==> src/rtl/seq_alu_pkg.sv <==
// Shared opcode map, flag bit positions and controller state encoding for seq_alu.
// Opcodes above OP_NOR are reserved and complete with result=0, flags=0.
package seq_alu_pkg;

  localparam logic [3:0] OP_ADD  = 4'h0;
  localparam logic [3:0] OP_SUB  = 4'h1;
  localparam logic [3:0] OP_MUL  = 4'h2;
  localparam logic [3:0] OP_DIV  = 4'h3;
  localparam logic [3:0] OP_SHL  = 4'h4;
  localparam logic [3:0] OP_SHR  = 4'h5;
  localparam logic [3:0] OP_AND  = 4'h6;
  localparam logic [3:0] OP_OR   = 4'h7;
  localparam logic [3:0] OP_XOR  = 4'h8;
  localparam logic [3:0] OP_XNOR = 4'h9;
  localparam logic [3:0] OP_NAND = 4'hA;
  localparam logic [3:0] OP_NOR  = 4'hB;

  localparam int FLG_UNDER = 3;
  localparam int FLG_OVER  = 2;
  localparam int FLG_CARRY = 1;
  localparam int FLG_ZERO  = 0;

  typedef enum logic [2:0] {
    ST_IDLE = 3'd0,
    ST_EXEC = 3'd1,
    ST_MUL  = 3'd2,
    ST_DIV  = 3'd3,
    ST_DONE = 3'd4
  } state_t;

  function automatic logic op_is_legal(input logic [3:0] op);
    return (op <= OP_NOR);
  endfunction

endpackage

==> src/rtl/seq_alu_muldiv.sv <==
// Iterative shift-add multiplier and restoring divider sharing one 2*WIDTH accumulator.
// Multiply keeps b in the low half (LSB first); divide keeps {remainder, dividend/quotient}.
module seq_alu_muldiv
  #(parameter int WIDTH = 8)
  (
  input  logic                 clk,
  input  logic                 rst,
  input  logic                 go,
  input  logic                 is_div,
  input  logic [WIDTH-1:0]     a,
  input  logic [WIDTH-1:0]     b,
  output logic                 fin,
  output logic [2*WIDTH-1:0]   q_or_prod,
  output logic                 div_zero
  );

  localparam int CW = $clog2(WIDTH + 1);

  logic [2*WIDTH-1:0] acc_r;
  logic [2*WIDTH-1:0] acc_next_s;
  logic [WIDTH-1:0]   opnd_r;
  logic [CW-1:0]      cnt_r;
  logic               active_r;
  logic               is_div_r;
  logic [WIDTH:0]     mul_sum_s;
  logic [WIDTH:0]     div_trial_s;

  // One iteration step: add-and-shift for multiply, trial subtract for divide
  always_comb begin
    mul_sum_s   = {1'b0, acc_r[2*WIDTH-1:WIDTH]} +
                  (acc_r[0] ? {1'b0, opnd_r} : {(WIDTH+1){1'b0}});
    div_trial_s = {acc_r[2*WIDTH-1:WIDTH], acc_r[WIDTH-1]} - {1'b0, opnd_r};
    acc_next_s  = {(2*WIDTH){1'b0}};
    if (is_div_r) begin
      // Remainder stays below the divisor, so a set MSB means the trial went negative
      if (!div_trial_s[WIDTH]) begin
        acc_next_s = {div_trial_s[WIDTH-1:0], acc_r[WIDTH-2:0], 1'b1};
      end else begin
        acc_next_s = {acc_r[2*WIDTH-2:0], 1'b0};
      end
    end else begin
      acc_next_s = {mul_sum_s, acc_r[WIDTH-1:1]};
    end
  end

  // Operand load on go, then WIDTH iterations counted down to completion
  always_ff @(posedge clk or posedge rst) begin
    if (rst) begin
      acc_r    <= {(2*WIDTH){1'b0}};
      opnd_r   <= {WIDTH{1'b0}};
      cnt_r    <= {CW{1'b0}};
      active_r <= 1'b0;
      is_div_r <= 1'b0;
    end else if (go) begin
      acc_r    <= is_div ? {{WIDTH{1'b0}}, a} : {{WIDTH{1'b0}}, b};
      opnd_r   <= is_div ? b : a;
      cnt_r    <= CW'(WIDTH);
      active_r <= 1'b1;
      is_div_r <= is_div;
    end else if (active_r && (cnt_r != {CW{1'b0}})) begin
      acc_r    <= acc_next_s;
      cnt_r    <= cnt_r - CW'(1);
    end else if (fin) begin
      active_r <= 1'b0;
    end else begin
      active_r <= active_r;
    end
  end

  assign fin       = active_r && (cnt_r == {CW{1'b0}});
  assign q_or_prod = is_div_r ? {{WIDTH{1'b0}}, acc_r[WIDTH-1:0]} : acc_r;
  assign div_zero  = is_div_r && (opnd_r == {WIDTH{1'b0}});

endmodule

==> src/rtl/seq_alu.sv <==
// Registered WIDTH-bit ALU with start/busy/done handshake; single-cycle logic/arith ops
// plus iterative multiply and divide delegated to seq_alu_muldiv.
module seq_alu
  import seq_alu_pkg::*;
  #(parameter int WIDTH = 8)
  (
  input  logic             clk,
  input  logic             rst,
  input  logic             start,
  input  logic [WIDTH-1:0] a,
  input  logic [WIDTH-1:0] b,
  input  logic [3:0]       sel,
  output logic             busy,
  output logic             done,
  output logic [WIDTH-1:0] result,
  output logic [3:0]       flags
  );

  state_t             state_r;
  logic [WIDTH-1:0]   a_r;
  logic [WIDTH-1:0]   b_r;
  logic [3:0]         sel_r;
  logic               accept_s;
  logic               md_go_s;
  logic               md_fin_s;
  logic               md_div_zero_s;
  logic [2*WIDTH-1:0] md_out_s;
  logic [WIDTH:0]     sum_s;
  logic               shift_big_s;
  logic [WIDTH-1:0]   res_s;
  logic [3:0]         flg_s;

  assign accept_s = start && ((state_r == ST_IDLE) || (state_r == ST_DONE));
  assign md_go_s  = accept_s && ((sel == OP_MUL) || (sel == OP_DIV));

  seq_alu_muldiv #(.WIDTH(WIDTH)) u_muldiv (
    .clk       (clk),
    .rst       (rst),
    .go        (md_go_s),
    .is_div    (sel == OP_DIV),
    .a         (a),
    .b         (b),
    .fin       (md_fin_s),
    .q_or_prod (md_out_s),
    .div_zero  (md_div_zero_s)
  );

  // Result and flags for the latched opcode; only sampled when entering DONE
  always_comb begin
    res_s       = {WIDTH{1'b0}};
    flg_s       = 4'b0000;
    sum_s       = {1'b0, a_r} + {1'b0, b_r};
    shift_big_s = (32'(b_r) >= WIDTH);
    case (sel_r)
      OP_ADD: begin
        res_s            = sum_s[WIDTH-1:0];
        flg_s[FLG_CARRY] = sum_s[WIDTH];
      end
      OP_SUB: begin
        res_s            = a_r - b_r;
        flg_s[FLG_UNDER] = (a_r < b_r);
      end
      OP_MUL: begin
        res_s           = md_out_s[WIDTH-1:0];
        flg_s[FLG_OVER] = |md_out_s[2*WIDTH-1:WIDTH];
      end
      OP_DIV: begin
        res_s            = md_out_s[WIDTH-1:0];
        flg_s[FLG_OVER]  = md_div_zero_s;
        flg_s[FLG_UNDER] = (a_r < b_r) && !md_div_zero_s;
      end
      OP_SHL: begin
        if (shift_big_s) begin
          res_s = {WIDTH{1'b0}};
        end else begin
          res_s = a_r << b_r;
        end
      end
      OP_SHR: begin
        if (shift_big_s) begin
          res_s = {WIDTH{1'b0}};
        end else begin
          res_s = a_r >> b_r;
        end
      end
      OP_AND:  res_s = a_r & b_r;
      OP_OR:   res_s = a_r | b_r;
      OP_XOR:  res_s = a_r ^ b_r;
      OP_XNOR: res_s = ~(a_r ^ b_r);
      OP_NAND: res_s = ~(a_r & b_r);
      OP_NOR:  res_s = ~(a_r | b_r);
      default: res_s = {WIDTH{1'b0}};
    endcase
    flg_s[FLG_ZERO] = op_is_legal(sel_r) && (res_s == {WIDTH{1'b0}});
  end

  // Controller FSM with registered handshake, result and flags
  always_ff @(posedge clk or posedge rst) begin
    if (rst) begin
      state_r <= ST_IDLE;
      busy    <= 1'b0;
      done    <= 1'b0;
      result  <= {WIDTH{1'b0}};
      flags   <= 4'b0000;
      a_r     <= {WIDTH{1'b0}};
      b_r     <= {WIDTH{1'b0}};
      sel_r   <= 4'h0;
    end else begin
      case (state_r)
        ST_IDLE, ST_DONE: begin
          done <= 1'b0;
          if (accept_s) begin
            a_r   <= a;
            b_r   <= b;
            sel_r <= sel;
            busy  <= 1'b1;
            if (sel == OP_MUL) begin
              state_r <= ST_MUL;
            end else if (sel == OP_DIV) begin
              state_r <= ST_DIV;
            end else begin
              state_r <= ST_EXEC;
            end
          end else begin
            busy    <= 1'b0;
            state_r <= ST_IDLE;
          end
        end
        ST_EXEC: begin
          state_r <= ST_DONE;
          busy    <= 1'b0;
          done    <= 1'b1;
          result  <= res_s;
          flags   <= flg_s;
        end
        ST_MUL, ST_DIV: begin
          if (md_fin_s) begin
            state_r <= ST_DONE;
            busy    <= 1'b0;
            done    <= 1'b1;
            result  <= res_s;
            flags   <= flg_s;
          end else begin
            state_r <= state_r;
          end
        end
        default: begin
          state_r <= ST_IDLE;
          busy    <= 1'b0;
          done    <= 1'b0;
        end
      endcase
    end
  end

endmodule

==> config.mk <==
export PLATFORM = sky130hd
export DESIGN_NAME = seq_alu
export DESIGN_NICKNAME = d
export VERILOG_FILES = /design/src/rtl/seq_alu_pkg.sv /design/src/rtl/seq_alu_muldiv.sv /design/src/rtl/seq_alu.sv
export SDC_FILE = /design/constraint.sdc
export NUM_CORES = 1
export LEC_CHECK = 0
export CAP_MARGIN = 15
export CORE_MARGIN = 8
export CORE_UTILIZATION = 60
export DETAILED_ROUTE_END_ITERATION = 8
export PLACE_DENSITY = 0.91
export SKIP_CTS_REPAIR_TIMING = 1
export SLEW_MARGIN = 10
export SYNTH_ARGS = -nofsm -noshare
export SYNTH_HDL_FRONTEND = slang
export SYNTH_SLANG_ARGS = --single-unit
==> constraint.sdc <==
create_clock -name clk -period 3.3 [get_ports clk]
set_clock_uncertainty 0.2 [all_clocks]
set_input_delay 0.495 -clock clk [delete_from_list [all_inputs] [get_ports clk]]
set_output_delay 0.495 -clock clk [all_outputs]
set_load 0.01 [all_outputs]
After elaboration in Yosys (flattened, before gate mapping)
Index checks and enable logic that the tools add are counted.
- output and inout port bits: 14
- bits in latches: 0
- register bits after elaboration: 67
- bits in read-only memories: 0
- memory bits (writable): 0
- bits of input ports: 23
- memories: 0
- $lt $le $gt $ge: 3
- multiply operators: 0
- reduce and logical (&&, ||, !) cells: 26
- bitwise logic cells: 6
- eq/ne operators: 19
- shift-type cells: 2
- $add $sub $neg: 5
- muxes and demuxes: 32
- div/mod/pow operators: 0
- operator list (operator ; count):
    $pmux W8 S11 ; 1
    $mux W16 ; 5
    $mux W8 ; 6
    $not A8 Y8 ; 3
    $eq A4 B2 Y1 const B ; 4
    $eq A4 B3 Y1 const B ; 4
    $eq A4 B4 Y1 const B ; 4
    $logic_not A8 Y1 ; 2
    $pmux W8 S2 ; 1
    $mux W4 ; 3
    $add A8 B8 Y9 ; 1
    $add A8 B9 Y9 ; 1
    $pmux W3 S3 ; 1
    $sub A9 B8 Y9 ; 1
    $and A8 B8 Y8 ; 1
    $ge A8 B4 Y1 const B ; 1
    $logic_not A4 Y1 ; 2
    $lt A8 B8 Y1 ; 1
    $or A8 B8 Y8 ; 1
    $pmux W1 S2 ; 4
    $pmux W4 S2 ; 1
    $reduce_or A8 Y1 ; 1
    $shl A8 B8 Y8 ; 1
    $shr A8 B8 Y8 ; 1
    other kinds (20) ; 42

Depth between registers and ports, before layout
- word-level depth: 7
- mapped depth: 11

Hierarchy
Synthesis repeated with hierarchy kept, for this count alone.
- cells, all modules: 690
- area total of the unflattened synthesis: 5960.7 um^2
- by module, submodules not included (module ; times used ; sequential area each (um^2) ; cells each ; area each (um^2)):
    seq_alu ; 1 ; 925.9 ; 395 ; 3379.5
    seq_alu_muldiv ; 1 ; 750.7 ; 295 ; 2581.2

Least setup slack after synthesis
Ideal clock, no wire load.
- path kind: register to register
- from: register b_r[2]
- to: register flags[0]
- arrival: 2.600 ns
- required time: 3.008 ns
- library setup time: 0.092 ns
- path buffers: 1
- path slack: 0.409 ns
- period minus slack after synthesis: 2.891 ns
- stages on the path, launching flop included: 11
- cells stage by stage: dfrtp_1 -> clkbuf_1 -> inv_1 -> ha_1 -> or3_4 -> o2111ai_2 -> o221ai_2 -> a221o_1 -> a211oi_2 -> nand3_1 -> o31ai_2
- word-level cells in the longest chain between the ends: 7
- elaborated cells between the ends (all ways): 18
- ends and longest elaborated chain (element ; RTL line ; source):
    from (decl) ; seq_alu.sv:21 ; logic [WIDTH-1:0] b_r;
    from (signal assigned) ; seq_alu.sv:106 ; b_r <= {WIDTH{1'b0}};
    $ge A8 B4 Y1 (tied with other cells) ; seq_alu.sv:53 ; shift_big_s = (32'(b_r) >= WIDTH);
    $mux W8 (tied with other cells) ; seq_alu.sv:80 ; if (shift_big_s) begin
    $pmux W8 S11 * ; seq_alu.sv:54 ; case (sel_r)
    $logic_not A8 Y1 * ; seq_alu.sv:94 ; flg_s[FLG_ZERO] = op_is_legal(sel_r) && (res_s == {WIDTH{1'b0}});
    $logic_and A1 B1 Y1 * ; seq_alu.sv:94 ;
    $mux W4 ; seq_alu.sv:137 ; if (md_fin_s) begin
    $pmux W4 S2 * ; seq_alu.sv:109 ; case (state_r)
    to (signal assigned) ; seq_alu.sv:134 ; flags <= flg_s;
    to (signal assigned) ; seq_alu.sv:142 ; flags <= flg_s;
    to (decl) ; seq_alu.sv:16 ; output logic [3:0] flags
Every way passes the cells marked *; elsewhere a longest branch is shown, timed or not. The select of a mux whose other input is x is not followed.
A chain may end at the register's enable or synchronous reset.

Final worst setup path
- from: register u_muldiv.acc_r[7]
- to: register u_muldiv.acc_r[12]
- word-level cells in the longest chain between the ends: 5
- ends and longest elaborated chain (element ; RTL line ; source):
    from (decl) ; seq_alu_muldiv.sv:19 ; logic [2*WIDTH-1:0] acc_r;
    from (signal assigned) ; seq_alu_muldiv.sv:49 ; acc_r <= {(2*WIDTH){1'b0}};
    from (signal assigned) ; seq_alu_muldiv.sv:55 ; acc_r <= is_div ? {{WIDTH{1'b0}}, a} : {{WIDTH{1'b0}}, b};
    from (signal assigned) ; seq_alu_muldiv.sv:61 ; acc_r <= acc_next_s;
    $sub A9 B8 Y9 ; seq_alu_muldiv.sv:32 ; div_trial_s = {acc_r[2*WIDTH-1:WIDTH], acc_r[WIDTH-1]} - {1'b0, opnd_r};
    $mux W16 ; seq_alu_muldiv.sv:36 ; if (!div_trial_s[WIDTH]) begin
    $mux W16 ; seq_alu_muldiv.sv:34 ; if (is_div_r) begin
    $mux W16 ; seq_alu_muldiv.sv:60 ; end else if (active_r && (cnt_r != {CW{1'b0}})) begin
    $mux W16 ; seq_alu_muldiv.sv:54 ; end else if (go) begin
No other way between the ends. The select of a mux whose other input is x is not followed.

==> run summary <==
Outcome: finished, final reports clean
Cell with the largest stage delay on the worst path: fa_1
Pin count of the biggest net entering global routing: 41
Total overflow reported by the global router: 0
CP endpoint kind: register
Clock tree sinks: 67
Final setup vio count: 0
Capturing point of the worst reg2reg path: u_muldiv.acc_r[12]
Total routing resource utilization after global routing: 0.2767
Reg area: 0.001677 mm²
Flip-flop and latch count after synthesis: 67
Most used cells in the layout excluding fill and tap cells: nand2_1 (91), dfrtp_1 (67), o21ai_0 (66), mux2i_1 (42), ha_1 (41)
Worst hold path type: primary input to asynchronous set/reset pin
Most instantiated flip-flop cell in the synthesis netlist: dfrtp_1
Number of antenna repair diodes: 0
Chain of cells forming the critical path: inv_1 -> ha_1 -> inv_1 -> fa_1 -> a21oi_2 -> o211ai_2 -> o41ai_4 -> buf_4 -> xnor2_4 -> mux2i_1 -> a211o_1 -> a21oi_1
Critical Path Start Type: register
Clock transition at the registers of the reported paths: 0.09 ns
Number of fill cells in the layout: 747
Overall die area: 0.01314 mm²
Number of placement rows: 36
Path depth of the worst reg2reg path: 12
Post-route insts no fill: 856
CP Data Arrival Time: 3.21 ns
Std-Cell Core Area: 0.009594 mm²
Initial drt markers: 689
Number of placed I/O pins: 37
Width of the die: 114.7 µm
Finished Cell Area: 0.006600 mm²
Count of unresolved DRC violations after routing: 0
Place WS: 0.1886 ns
Number of buffers between clock root and the deepest sink: 2
Share of cells above drive strength 1: 0.1120
Area leader, netlist: dfrtp_1
Placed Instance Area: 0.006394 mm²
Die Height: 114.7 µm
RD Place Congestion: 0.9848
Cell area after synthesis: 0.005839 mm²
Synth top area share: 0.2871
Number of global-route vias before repair: 5469
Switching fraction of total power: 0.5093
Clk network pwr share: 0.083
NumNets Final: 786
Setup slack of the most critical reg-to-reg path: 0.17 ns
Post-detailed-route count of antenna-violating nets: 0
EDFF count, synth: 0
Maximum fanout encountered on the critical timing path: 10
Final routed wire length divided by cell count: 20.59 µm
Portion of total power attributed to combinational logic: 0.699
Routed Wire Length: 17630 µm
Maxcap violations: 0
Antenna violations before repair: 0
Starting Density: 0.6086
Count of final max-slew check failures: 0
Setup repair after global routing missed its margin: no
Synthesized instance count: 682
Number of iterations in the first detailed-routing pass: 6
Layout Area Growth over Synthesis: 13.03%
Path type of the worst setup path: register to register
Detailed-placement wirelength estimate: 13420 µm
Sequential cell area fraction in the yosys report: 0.2871
Internal power: 0.004075 W
Count of input and output buffers: 36
Buf/Inv on CP: 3
TritonCTS clock tree: built
Total via count in the routed design: 5625
Required time at the endpoint of the critical path: 3.38 ns
Count of warnings emitted by yosys: 0
Root cell of the clock tree: clkbuf_8
Leading cell types by total area after synthesis: dfrtp_1 (29%), ha_1 (8.8%), mux2i_1 (7.2%)
Mean Syn Cell Area: 8.562 µm²
Global-route wire length before repair: 28530 µm
Clock buffer count from CTS: 9
Number of distinct library cells after synthesis: 74
Cell leakage power: 2.827 nW
Per-cell via count in the routed design: 6.571
Fraction of synthesis flops using an asynchronous set or reset pin: 1.000
Kind of cell with the highest combined delay on the critical path: compound AO/OA/AOI/OAI gates
Most common cell after layout, fill and taps aside: nand2_1
Most repeated library cell on the critical path: inv_1
Number of H-tree levels: 3
NetSw: 0.004230 W
Syn_nets: 750
Min setup slack post-route: 0.1737 ns
Smallest hold slack: 0.2790 ns
Latest clock arrival within the worst-skew pair: 0.36 ns
Highest ir drop seen on vdd: 0.6378 mV
Power density relative to cell area: 1258 mW/mm²
Fin crit share: 0.9474
Hold violation total from the final report: 0
Delay of the slowest cell on the worst path: 0.43 ns
Minimum period implied by the final worst setup slack: 3.126 ns
Reg power frac: 0.218
Area of combinational cells with multiple inputs: 0.003845 mm²
Slew margin rel.: 0.4387
Transition time at the pin with the least slew margin: 0.8396 ns
Fmax: 319.9 MHz
FF-to-FF Start: u_muldiv.acc_r[7]
Final total negative setup slack: 0 ns
Placed cell count: 838
-- layer usage --
metal  wire [µm]  vias up  global-route usage  share of wire
li1            -     2545                   -              -
met1        7371     2695              0.3678           0.42
met2        8022      333              0.4285           0.46
met3        1748       52             0.06540          0.099
met4         484        0             0.09760          0.027
met5           0        -                   0              0
-- cells by family (layout without fill, tap and decap cells) --
logic type | after synthesis | count (layout) | synth area share
and+or+nand+nor | 219 | 219 | 0.1901
AOI/OAI and AO/OA | 199 | 199 | 0.2284
buffers and inverters | 79 | 120 | 0.05592
DFF | 67 | 67 | 0.2871
muxes | 55 | 55 | 0.1067
adders and majority gates | 45 | 45 | 0.1016
xor gates and xnor gates | 18 | 18 | 0.03021
-- final cells by class --
class | instances | area share
Timing Repair Buffer | 65 | 0.08758
Multi-Input combinational cell | 536 | 0.5826
Clock inverter | 5 | 0.005498
Sequential cell | 67 | 0.2540
Tap cell | 133 | 0.02521
Clock buffer | 11 | 0.02294
Inverter | 39 | 0.02218
-- worst reg2reg max path: cells and delay by family (launching register included) --
kind / cells / cell delay (ns)
AOI/OAI and AO/OA: 5 / 1.13
adders and majority gates: 2 / 0.62
DFF: 1 / 0.40
buffers and inverters: 3 / 0.35
xor gates and xnor gates: 1 / 0.20
muxes: 1 / 0.13
-- synthesized netlist by cell type (3+ instances only) --
cell	number
nand2_1	91
dfrtp_1	67
o21ai_0	66
mux2i_1	42
ha_1	41
inv_1	39
nor2_1	35
a21oi_1	32
clkbuf_1	24
a21o_1	14
o211ai_1	13
a211oi_1	12
buf_2	12
nand3_1	12
xnor2_1	12
and2_1	11
nor3_1	10
nand2b_1	9
nor2b_1	9
nor4_1	9
a31oi_1	8
mux2_2	8
nor3b_1	8
a221oi_1	5
mux4_2	5
o2bb2ai_1	5
xor2_1	5
fa_1	4
and3_1	3
nand4_1	3
o21a_1	3
o21ai_1	3
o22ai_1	3
or2_2	3
-- through the flow --
| stage | utilization | total power [W] |
|---|---|---|
| after detailed placement | 0.6664 | 0.007347 |
| after floorplan | - | 0.005811 |
| after global placement | 0.6664 | 0.007111 |
| after global routing | 0.6879 | 0.008856 |
| after CTS | 0.6860 | 0.008063 |
| final | 0.6879 | 0.008305 |
-- sequential cells by signal, indices dropped and copies added (netlist names) --
| signal | cells |
|---|---|
| u_muldiv.acc_r | 16 |
| a_r | 8 |
| b_r | 8 |
| result | 8 |
| u_muldiv.opnd_r | 8 |
| flags | 4 |
| sel_r | 4 |
| u_muldiv.cnt_r | 4 |
| state_r | 3 |
| busy | 1 |
| done | 1 |
| u_muldiv.active_r | 1 |
| u_muldiv.is_div_r | 1 |
-- power by group through the flow --
stage,registers [W],clock network [W],logic [W]
floorplan,0.00159,0,0.00422
global placement,0.00176,0,0.00536
detailed placement,0.00179,0,0.00556
CTS,0.00178,0.000685,0.00560
global route,0.00185,0.000720,0.00628
finish,0.00181,0.000687,0.00581
-- worst max path at each step --
stage,start,endpoint,cells after the start
floorplan,b_r[2],flags[0],10
global placement,u_muldiv.acc_r[7],u_muldiv.acc_r[12],11
detailed placement,u_muldiv.acc_r[7],u_muldiv.acc_r[12],11
CTS,u_muldiv.acc_r[7],u_muldiv.acc_r[12],11
global route,u_muldiv.acc_r[7],u_muldiv.acc_r[12],12
finish,u_muldiv.acc_r[7],u_muldiv.acc_r[12],12
Note: power is estimated with default switching activity, not from simulation.
